<file path="src/rtl/i2s_transmitter.sv">
// I2S transmitter: divides CLK into BCLK/LRCLK and shifts 16-bit stereo
// pairs MSB-first with the one-BCLK I2S delay from a single-entry buffer.
module i2s_transmitter #(
    parameter int BCLK_DIV = 16
) (
    input  logic        CLK,
    input  logic        RST,
    input  logic [15:0] leftSampleIn,
    input  logic [15:0] rightSampleIn,
    input  logic        sampleValid,
    output logic        sampleReady,
    output logic        frameStart,
    output logic        underrun,
    output logic        BCLK,
    output logic        LRCLK,
    output logic        SDATA
);

    localparam int DW = (BCLK_DIV > 2) ? $clog2(BCLK_DIV) : 1;

    logic [DW-1:0] divCnt_q, divCnt_d;
    logic          bclk_q, bclk_d;
    logic [4:0]    slot_q, slot_d;
    logic          lrclk_q, lrclk_d;
    logic [31:0]   shift_q, shift_d;
    logic [15:0]   holdL_q, holdL_d;
    logic [15:0]   holdR_q, holdR_d;
    logic          holdFull_q, holdFull_d;
    logic          frameStart_q, frameStart_d;
    logic          underrun_q, underrun_d;

    logic          divWrap;
    logic          fall;
    logic          load;
    logic [4:0]    slotNext;
    logic          capture;

    always_comb begin
        divCnt_d     = divCnt_q;
        bclk_d       = bclk_q;
        slot_d       = slot_q;
        lrclk_d      = lrclk_q;
        shift_d      = shift_q;
        holdL_d      = holdL_q;
        holdR_d      = holdR_q;
        holdFull_d   = holdFull_q;
        underrun_d   = underrun_q;

        divWrap      = (divCnt_q == DW'(BCLK_DIV - 1));
        fall         = divWrap && bclk_q;
        slotNext     = slot_q + 5'd1;
        load         = fall && (slotNext == 5'd1);
        capture      = sampleValid && !holdFull_q;
        frameStart_d = load;

        divCnt_d = divWrap ? '0 : divCnt_q + DW'(1);
        if (divWrap) begin
            bclk_d = ~bclk_q;
        end

        // Data and word select move together on the BCLK fall
        if (fall) begin
            slot_d  = slotNext;
            lrclk_d = slotNext[4];
            if (load) begin
                shift_d = {holdL_q, holdR_q};
            end else begin
                shift_d = {shift_q[30:0], 1'b0};
            end
        end

        if (capture) begin
            holdL_d    = leftSampleIn;
            holdR_d    = rightSampleIn;
            holdFull_d = 1'b1;
        end

        // Empty buffer at load: old pair goes out again, capture still allowed
        if (load) begin
            if (holdFull_q) begin
                holdFull_d = 1'b0;
            end else begin
                underrun_d = 1'b1;
            end
        end
    end

    always_ff @(posedge CLK) begin
        if (RST) begin
            divCnt_q     <= '0;
            bclk_q       <= 1'b0;
            slot_q       <= 5'd0;
            lrclk_q      <= 1'b0;
            shift_q      <= 32'd0;
            holdL_q      <= 16'd0;
            holdR_q      <= 16'd0;
            holdFull_q   <= 1'b0;
            frameStart_q <= 1'b0;
            underrun_q   <= 1'b0;
        end else begin
            divCnt_q     <= divCnt_d;
            bclk_q       <= bclk_d;
            slot_q       <= slot_d;
            lrclk_q      <= lrclk_d;
            shift_q      <= shift_d;
            holdL_q      <= holdL_d;
            holdR_q      <= holdR_d;
            holdFull_q   <= holdFull_d;
            frameStart_q <= frameStart_d;
            underrun_q   <= underrun_d;
        end
    end

    assign sampleReady = ~holdFull_q;
    assign frameStart  = frameStart_q;
    assign underrun    = underrun_q;
    assign BCLK        = bclk_q;
    assign LRCLK       = lrclk_q;
    assign SDATA       = shift_q[31];

endmodule

</file>
<file path="config.mk">
export PLATFORM = sky130hd
export DESIGN_NAME = i2s_transmitter
export DESIGN_NICKNAME = d
export VERILOG_FILES = /design/src/rtl/i2s_transmitter.sv
export SDC_FILE = /design/constraint.sdc
export NUM_CORES = 1
export LEC_CHECK = 0
export ABC_AREA = 0
export CORE_ASPECT_RATIO = 1.1
export CORE_MARGIN = 4
export CORE_UTILIZATION = 54
export CTS_CLUSTER_DIAMETER = 120
export DETAILED_ROUTE_END_ITERATION = 10
export HOLD_SLACK_MARGIN = 0.05
export MAX_ROUTING_LAYER = met4
export PLACE_DENSITY_LB_ADDON = 0.2
export RECOVER_POWER = 50
export SLEW_MARGIN = 20
export SYNTH_ARGS = -nofsm -noshare
export SYNTH_HDL_FRONTEND = slang
export SYNTH_SLANG_ARGS = --single-unit
export TNS_END_PERCENT = 100
</file>
<file path="constraint.sdc">
create_clock -name CLK -period 2 [get_ports CLK]
set_clock_uncertainty 0.05 [all_clocks]
set_input_delay 0.2 -clock CLK [delete_from_list [all_inputs] [get_ports CLK]]
set_output_delay 0.2 -clock CLK [all_outputs]
set_load 0.02 [all_outputs]
</file>
==> load_flow_metrics.sql, run 1 <==
INSERT INTO impl_metrics (metric_group, metric, value, unit) VALUES
('status', 'run_status', 'finished clean', ''),
('route', 'totalWireLength', '6648', 'microns'),
('route', 'dr.first_iter.drc_count', '174', ''),
('setup_path', 'critical_path_source_type', 'flop', ''),
('setup_path', 'crit_path_cell_trace', 'ha_1, nand4bb_1, o311ai_4, and2_2, buf_4, a311oi_1', ''),
('sta', 'max_clock_freq', '560.7', 'MHz'),
('floorplanning', 'core_area', '0.005842', 'sq mm'),
('synthesis', 'netlist_area', '0.003289', 'sq mm'),
('placed_design', 'post-dp-hpwl', '4253', 'microns'),
('sta', 'slew_violations', '0', ''),
('synthesis', 'dominant_combinational_cell_family_by_area_after_synthesis', 'simple AND/OR/NAND/NOR gates', ''),
('hold_path', 'worstHoldPathCells', '3', ''),
('setup_path', 'critical_path.slowest_cell', 'sky130_fd_sc_hd__dfxtp_1', ''),
('setup_path', 'instance_count_on_the_critical_path', '6', ''),
('clock_network', 'clkSinkCount', '77', ''),
('grt', 'wire_length_of_the_first_global_routing_pass', '11530', 'microns'),
('finish', 'final_core_util', '0.6817', ''),
('setup_path', 'timing.critical_path.slowest_cell_delay', '390', 'ps'),
('clock_network', 'post-cts-setup-buffers', '0', ''),
('clock_network', 'clock_transition_at_the_register_clock_pins_on_the_worst_setup_and_hold_paths_after_cts', '70', 'ps'),
('synthesis', 'post_synth_most_frequent_cells', 'sky130_fd_sc_hd__nand2_1, sky130_fd_sc_hd__dfxtp_1, sky130_fd_sc_hd__a21oi_1, sky130_fd_sc_hd__nand4_1, sky130_fd_sc_hd__o211ai_2', ''),
('synthesis', 'yosys_register_bits', '77', ''),
('setup_path', 'worstSetupPathType', 'reg2reg', ''),
('power_and_ir_drop', 'power.static_leakage', '1.446', 'nW'),
('grt', 'number_of_global_route_vias_before_repair', '2597', ''),
('grt', 'pin_count_of_the_biggest_net_entering_global_routing', '64', ''),
('sta', 'timing_worst_slew_pin_value', '706.6', 'ps'),
('route', 'detailroute.via_count', '2731', ''),
('placed_design', 'gp_congestion', '0.8075', ''),
('setup_path', 'timing.critical_path.to_type', 'flop', ''),
('finish', 'antennaDiodeCount', '0', ''),
('sta', 'setup_repair_after_global_routing_missed_its_margin', 'no', ''),
('finish', 'final_net_count', '454', ''),
('clock_network', 'postCtsResizedCells', '0', ''),
('floorplanning', 'placement_rows', '29', ''),
('route', 'avgRoutedWirePerCell', '13.35', 'microns'),
('sta', 'min_period', '1783', 'ps'),
('synthesis', 'synth_top_cells_by_area', 'sky130_fd_sc_hd__dfxtp_1, sky130_fd_sc_hd__nand2_1, sky130_fd_sc_hd__o211ai_2, sky130_fd_sc_hd__nand4_1, sky130_fd_sc_hd__a21oi_1', ''),
('synthesis', 'syn-instance-count', '384', ''),
('synthesis', 'post-synth-top-area-cell', 'sky130_fd_sc_hd__dfxtp_1', ''),
('power_and_ir_drop', 'pwr_density_cell', '775.7', 'mW/mm^2'),
('synthesis', 'post_synth_fa_ha_maj_area_fraction', '0.01141', ''),
('setup_path', 'data_required_critical_path', '2150', 'ps'),
('synthesis', 'synth_simple_gate_area_frac', '0.2583', ''),
('setup_path', 'critical_path_buffer_and_inverter_count', '1', ''),
('finish', 'layout_cells_sized_above_1', '0.1544', ''),
('synthesis', 'post_synth.cell_area_avg', '8.566', 'sq um'),
('clock_network', 'tritoncts', 'done', ''),
('floorplanning', 'initial_core_util', '0.5631', ''),
('placed_design', 'worst_slack_after_detailed_placement', '77.22', 'ps'),
('finish', 'area_growth', '21.07', '%'),
('synthesis', 'yosys_warnings', '0', ''),
('synthesis', 'synthesis.nets', '422', ''),
('clock_network', 'cts_made_buffers', '9', ''),
('clock_network', 'cts_hold_repair.buffers', '0', ''),
('synthesis', 'ys_async_sr_fraction', '0', ''),
('floorplanning', 'io-pin-count', '41', ''),
('setup_path', 'cpLargestDelayFamily', 'simple AND/OR/NAND/NOR gates', ''),
('sta', 'slew_headroom', '0.5278', ''),
('flow_run', 'maxCapViolations', '0', ''),
('sta', 'finalHoldViolCount', '0', ''),
('sta', 'setup_ws', '216.6', 'ps'),
('floorplanning', 'die_width', '82.42', 'microns'),
('route', 'final_antenna_net_count', '0', ''),
('grt', 'grt_antenna_before_repair', '0', ''),
('synthesis', 'synth_flop_cell', 'sky130_fd_sc_hd__dfxtp_1', ''),
('setup_path', 'path_max_fanout', '10', ''),
('synthesis', 'synth.lib_cells_used.distinct', '34', ''),
('placed_design', 'number_of_port_buffers', '40', ''),
('clock_network', 'clk_root_buffer_cell', 'sky130_fd_sc_hd__clkbuf_8', ''),
('sta', 'setup_viol', '0', '');
worst reg2reg max path, cell delays in order (launching register included):
cell	delay, ps
sky130_fd_sc_hd__dfxtp_1	390
sky130_fd_sc_hd__ha_1	310
sky130_fd_sc_hd__nand4bb_1	200
sky130_fd_sc_hd__o311ai_4	140
sky130_fd_sc_hd__and2_2	240
sky130_fd_sc_hd__buf_4	210
sky130_fd_sc_hd__a311oi_1	110
worst paths after layout:
path | start | slack (ps) | to
setup / recovery | slot_q[1]$_SDFFE_PP0P_ | 220 | holdFull_q$_SDFF_PP0_
hold / removal | rightSampleIn[7] | 350 | holdR_q[7]$_SDFFE_PP0P_
setup reg to reg | slot_q[1]$_SDFFE_PP0P_ | 220 | holdFull_q$_SDFF_PP0_
hold reg to reg | holdL_q[13]$_SDFFE_PP0P_ | 410 | holdL_q[13]$_SDFFE_PP0P_
power by group:
part / switching [mW] / internal (mW) / total, mW
clock network: 0.532 / 0.768 / 1.30
logic: 0.0905 / 0.0988 / 0.189
registers: 0.0254 / 1.58 / 1.60
kinds of logic after synthesis:
logic type	count (synthesis)
mux	1
flops	77
compound gates	74
fa+ha+maj	3
xor+xnor	4
buf+inv	36
simple gates	189
state kept, by name (all words and copies together) (netlist names):
name	cells
holdL_q	16
slot_q	5
underrun	1
frameStart	1
divCnt_q	4
holdFull_q	1
BCLK	1
holdR_q	16
shift_q	32
cell usage in the layout, fill, tap and decap left out, drive strengths merged, types with 2 or more instances in the layout:
cell           synthesis  final
nand2                134    134
dfxtp                 77     77
clkdlybuf4s50          0     39
a21oi                 38     38
nand4                 35     35
o211ai                31     31
clkbuf                18     14
buf                   14     11
nor2                   8      8
inv                    4      4
ha                     3      3
xnor2                  2      2
and3                   2      2
o21ai                  2      2
xor2                   2      2
clkinv                 0      2
bufinv                 0      2
per-layer routing:
metal	routed length, microns	track usage	vias up
li1	-	-	1392
met5	0	-	-
met3	300	0.04900	6
met1	2950	0.2429	1282
met4	74	0.06371	0
met2	3322	0.3242	51
stage by stage:
step	instances	hold WS [ps]	area (sq um)	power [mW]	setup TNS, ps
3_3_place_gp	482	393.2	3759	1.824	-481.5
2_1_floorplan	384	286.0	3289	1.725	0
4_1_cts	498	341.1	3989	3.127	0
3_5_place_dp	482	396.4	3764	1.829	0
5_1_grt	498	342.0	3983	3.225	0
6_report	498	354.4	3983	3.089	0
layout make-up:
type	instances	area [sq um]	share of cell area
clock inverters	4	70.07	0.01759
repair buffers	53	516.7	0.1298
multi-input cells	271	1588	0.3987
flip-flops and latches	77	1541	0.3871
inverters	4	15.01	0.003770
well taps	77	96.34	0.02419
clock buffers	12	155.1	0.03896
Note: power is estimated with default switching activity, not from simulation.
==> run 2: changes to the inputs <==
--- a/config.mk
+++ b/config.mk
@@ -6,7 +6,7 @@
 export NUM_CORES = 1
 export LEC_CHECK = 0
 export ABC_AREA = 0
-export CORE_ASPECT_RATIO = 1.1
+export CORE_ASPECT_RATIO = 0.6
 export CORE_MARGIN = 4
 export CORE_UTILIZATION = 54
 export CTS_CLUSTER_DIAMETER = 120
==> load_flow_metrics.sql, run 2 (synthesized netlist as in run 1, its figures left out) <==
INSERT INTO impl_metrics (metric_group, metric, value, unit) VALUES
('route', 'totalWireLength', '6793', 'microns'),
('finish', 'finalInstanceArea', '0.003945', 'sq mm'),
('setup_path', 'data_required_critical_path', '2220', 'ps'),
('route', 'drtPass1Iterations', '5', ''),
('sta', 'slew_violations', '0', ''),
('grt', 'pin_count_of_the_biggest_net_entering_global_routing', '46', ''),
('route', 'detailroute.via_count', '2741', ''),
('route', 'dr.first_iter.drc_count', '140', ''),
('clock_network', 'clock_transition_at_the_register_clock_pins_on_the_worst_setup_and_hold_paths_after_cts', '80', 'ps'),
('clock_network', 'clkSinkCount', '77', ''),
('flow_run', 'maxCapViolations', '0', ''),
('finish', 'layout_cells_sized_above_1', '0.1560', ''),
('route', 'drcViolationCount', '0', ''),
('finish', 'antennaDiodeCount', '0', ''),
('clock_network', 'cts_max_path_buffers', '2', ''),
('placed_design', 'gp_congestion', '0.7988', ''),
('finish', 'final_core_util', '0.6887', ''),
('floorplanning', 'floorplan.die.height', '68.46', 'microns'),
('setup_path', 'worst_r2r_path_depth', '6', ''),
('sta', 'slew_headroom', '0.3908', ''),
('clock_network', 'postCtsResizedCells', '0', ''),
('finish', 'regMostFlops', 'shift_q', ''),
('finish', 'final_net_count', '456', ''),
('setup_path', 'timing.critical_path.to_type', 'flop', ''),
('sta', 'worst_hold_slack', '354.3', 'ps'),
('power_and_ir_drop', 'power.total', '2.803', 'mW'),
('clock_network', 'clk_latency_worst_skew_pair', '340', 'ps'),
('sta', 'setup_viol', '0', ''),
('sta', 'setup_repair_after_global_routing_missed_its_margin', 'no', ''),
('hold_path', 'holdCritPathClass', 'in2reg', ''),
('setup_path', 'worstSetupStartpoint', 'slot_q[0]$_SDFFE_PP0P_', ''),
('sta', 'min_period', '1840', 'ps'),
('finish', 'reg_top3', 'shift_q (32), holdL_q (16), holdR_q (16)', ''),
('sta', 'max_clock_freq', '543.5', 'MHz'),
('floorplanning', 'initial_core_util', '0.5743', ''),
('placed_design', 'number_of_port_buffers', '40', ''),
('power_and_ir_drop', 'power.static_leakage', '1.431', 'nW'),
('finish', 'area_growth', '19.93', '%'),
('clock_network', 'post-cts-setup-buffers', '0', ''),
('setup_path', 'critical_path_source_type', 'flop', ''),
('sta', 'finalHoldViolCount', '0', ''),
('sta', 'timing_worst_slew_pin_value', '913.7', 'ps'),
('clock_network', 'clk_root_buffer_cell', 'sky130_fd_sc_hd__clkbuf_8', ''),
('status', 'run_status', 'finished clean', ''),
('placed_design', 'placed_area', '0.003782', 'sq mm'),
('route', 'avgRoutedWirePerCell', '13.50', 'microns'),
('floorplanning', 'design.die.area', '0.007445', 'sq mm'),
('floorplanning', 'core_area', '0.005728', 'sq mm'),
('clock_network', 'tritoncts', 'done', ''),
('setup_path', 'worstSetupPathType', 'reg2reg', ''),
('finish', 'most-common-layout-cells', 'sky130_fd_sc_hd__nand2_1, sky130_fd_sc_hd__dfxtp_1, sky130_fd_sc_hd__a21oi_1, sky130_fd_sc_hd__clkdlybuf4s50_1, sky130_fd_sc_hd__nand4_1', ''),
('power_and_ir_drop', 'vdd_ir_drop_max', '0.0004460', 'V'),
('clock_network', 'cts_hold_repair.buffers', '0', ''),
('clock_network', 'cts_h_tree_lvls', '3', ''),
('floorplanning', 'die_width', '108.8', 'microns'),
('setup_path', 'ff2ff_setup_slack', '160', 'ps'),
('route', 'via_per_inst', '5.449', ''),
('grt', 'grt_antenna_before_repair', '0', ''),
('setup_path', 'critical_r2r_capture', 'shift_q[11]$_SDFFE_PP0P_', ''),
('setup_path', 'path_max_fanout', '34', ''),
('route', 'final_antenna_net_count', '0', ''),
('floorplanning', 'io-pin-count', '41', ''),
('placed_design', 'post-dp-hpwl', '4435', 'microns'),
('grt', 'wire_length_of_the_first_global_routing_pass', '11610', 'microns'),
('setup_path', 'rr_startpoint', 'slot_q[0]$_SDFFE_PP0P_', ''),
('grt', 'gr-total-overflow', '0', ''),
('finish', 'flip_flop_count_of_the_largest_register_all_copies_and_words_added', '32', ''),
('setup_path', 'critical_path.endpoint', 'shift_q[11]$_SDFFE_PP0P_', ''),
('sta', 'finalSetupTns', '0', 'ps'),
('clock_network', 'cts_made_buffers', '9', ''),
('grt', 'number_of_global_route_vias_before_repair', '2560', ''),
('power_and_ir_drop', 'pwr_density_cell', '710.6', 'mW/mm^2'),
('sta', 'fin_crit_sh', '0.9200', ''),
('finish', 'layout.cells.most_common', 'sky130_fd_sc_hd__nand2_1', ''),
('grt', 'grt.total_usage', '0.2061', ''),
('setup_path', 'timing.critical_path.arrival', '2060', 'ps'),
('floorplanning', 'placement_rows', '21', '');
-- run 2: metrics by stage --
step                worst slack (ps)  instances
global route                   23.92        503
finish                         160.1        503
global placement              -26.02        487
detailed placement             178.9        487
CTS                            164.9        503
floorplan                      323.7        384
-- run 2: worst min path at each step --
stage                                        start  slack [ps]  cells past startpoint                       end
after floorplan                    leftSampleIn[0]         290                      2   holdL_q[0]$_SDFFE_PP0P_
after global placement    shift_q[13]$_SDFFE_PP0P_         390                      2  shift_q[13]$_SDFFE_PP0P_
after detailed placement   shift_q[2]$_SDFFE_PP0P_         400                      2   shift_q[2]$_SDFFE_PP0P_
after CTS                          leftSampleIn[9]         340                      3   holdL_q[9]$_SDFFE_PP0P_
after global routing               leftSampleIn[0]         340                      3   holdL_q[0]$_SDFFE_PP0P_
final                             rightSampleIn[5]         350                      3   holdR_q[5]$_SDFFE_PP0P_
-- run 2: final cells by class --
class	count	area, sq um
Timing Repair Buffer	55	531.8
Fill cell	496	1783
Inverter	4	15.01
Tap cell	80	100.1
Clock inverter	4	23.77
Sequential cell	77	1541
Multi-Input combinational cell	271	1588
Clock buffer	12	145.1
-- run 2: report_power, final --
part,switching [mW],internal [mW]
Sequential,0.0270,1.58
Combinational,0.0925,0.0993
Clock,0.528,0.481
Total,0.647,2.16
-- run 2: worst max-delay path: stages, from the launching register on --
cell	delay, ps
sky130_fd_sc_hd__dfxtp_1	400
sky130_fd_sc_hd__ha_1	300
sky130_fd_sc_hd__nand4bb_1	190
sky130_fd_sc_hd__o311ai_4	120
sky130_fd_sc_hd__buf_4	390
sky130_fd_sc_hd__nand4_1	200
sky130_fd_sc_hd__o211ai_2	100
-- run 2: routing by layer --
metal / GRT usage / share of wire / vias up
met5: - / 0 / -
met4: 0.06929 / 0.0035 / 0
met3: 0.05372 / 0.047 / 2
met2: 0.3238 / 0.45 / 49
met1: 0.2614 / 0.50 / 1297
li1: - / - / 1393
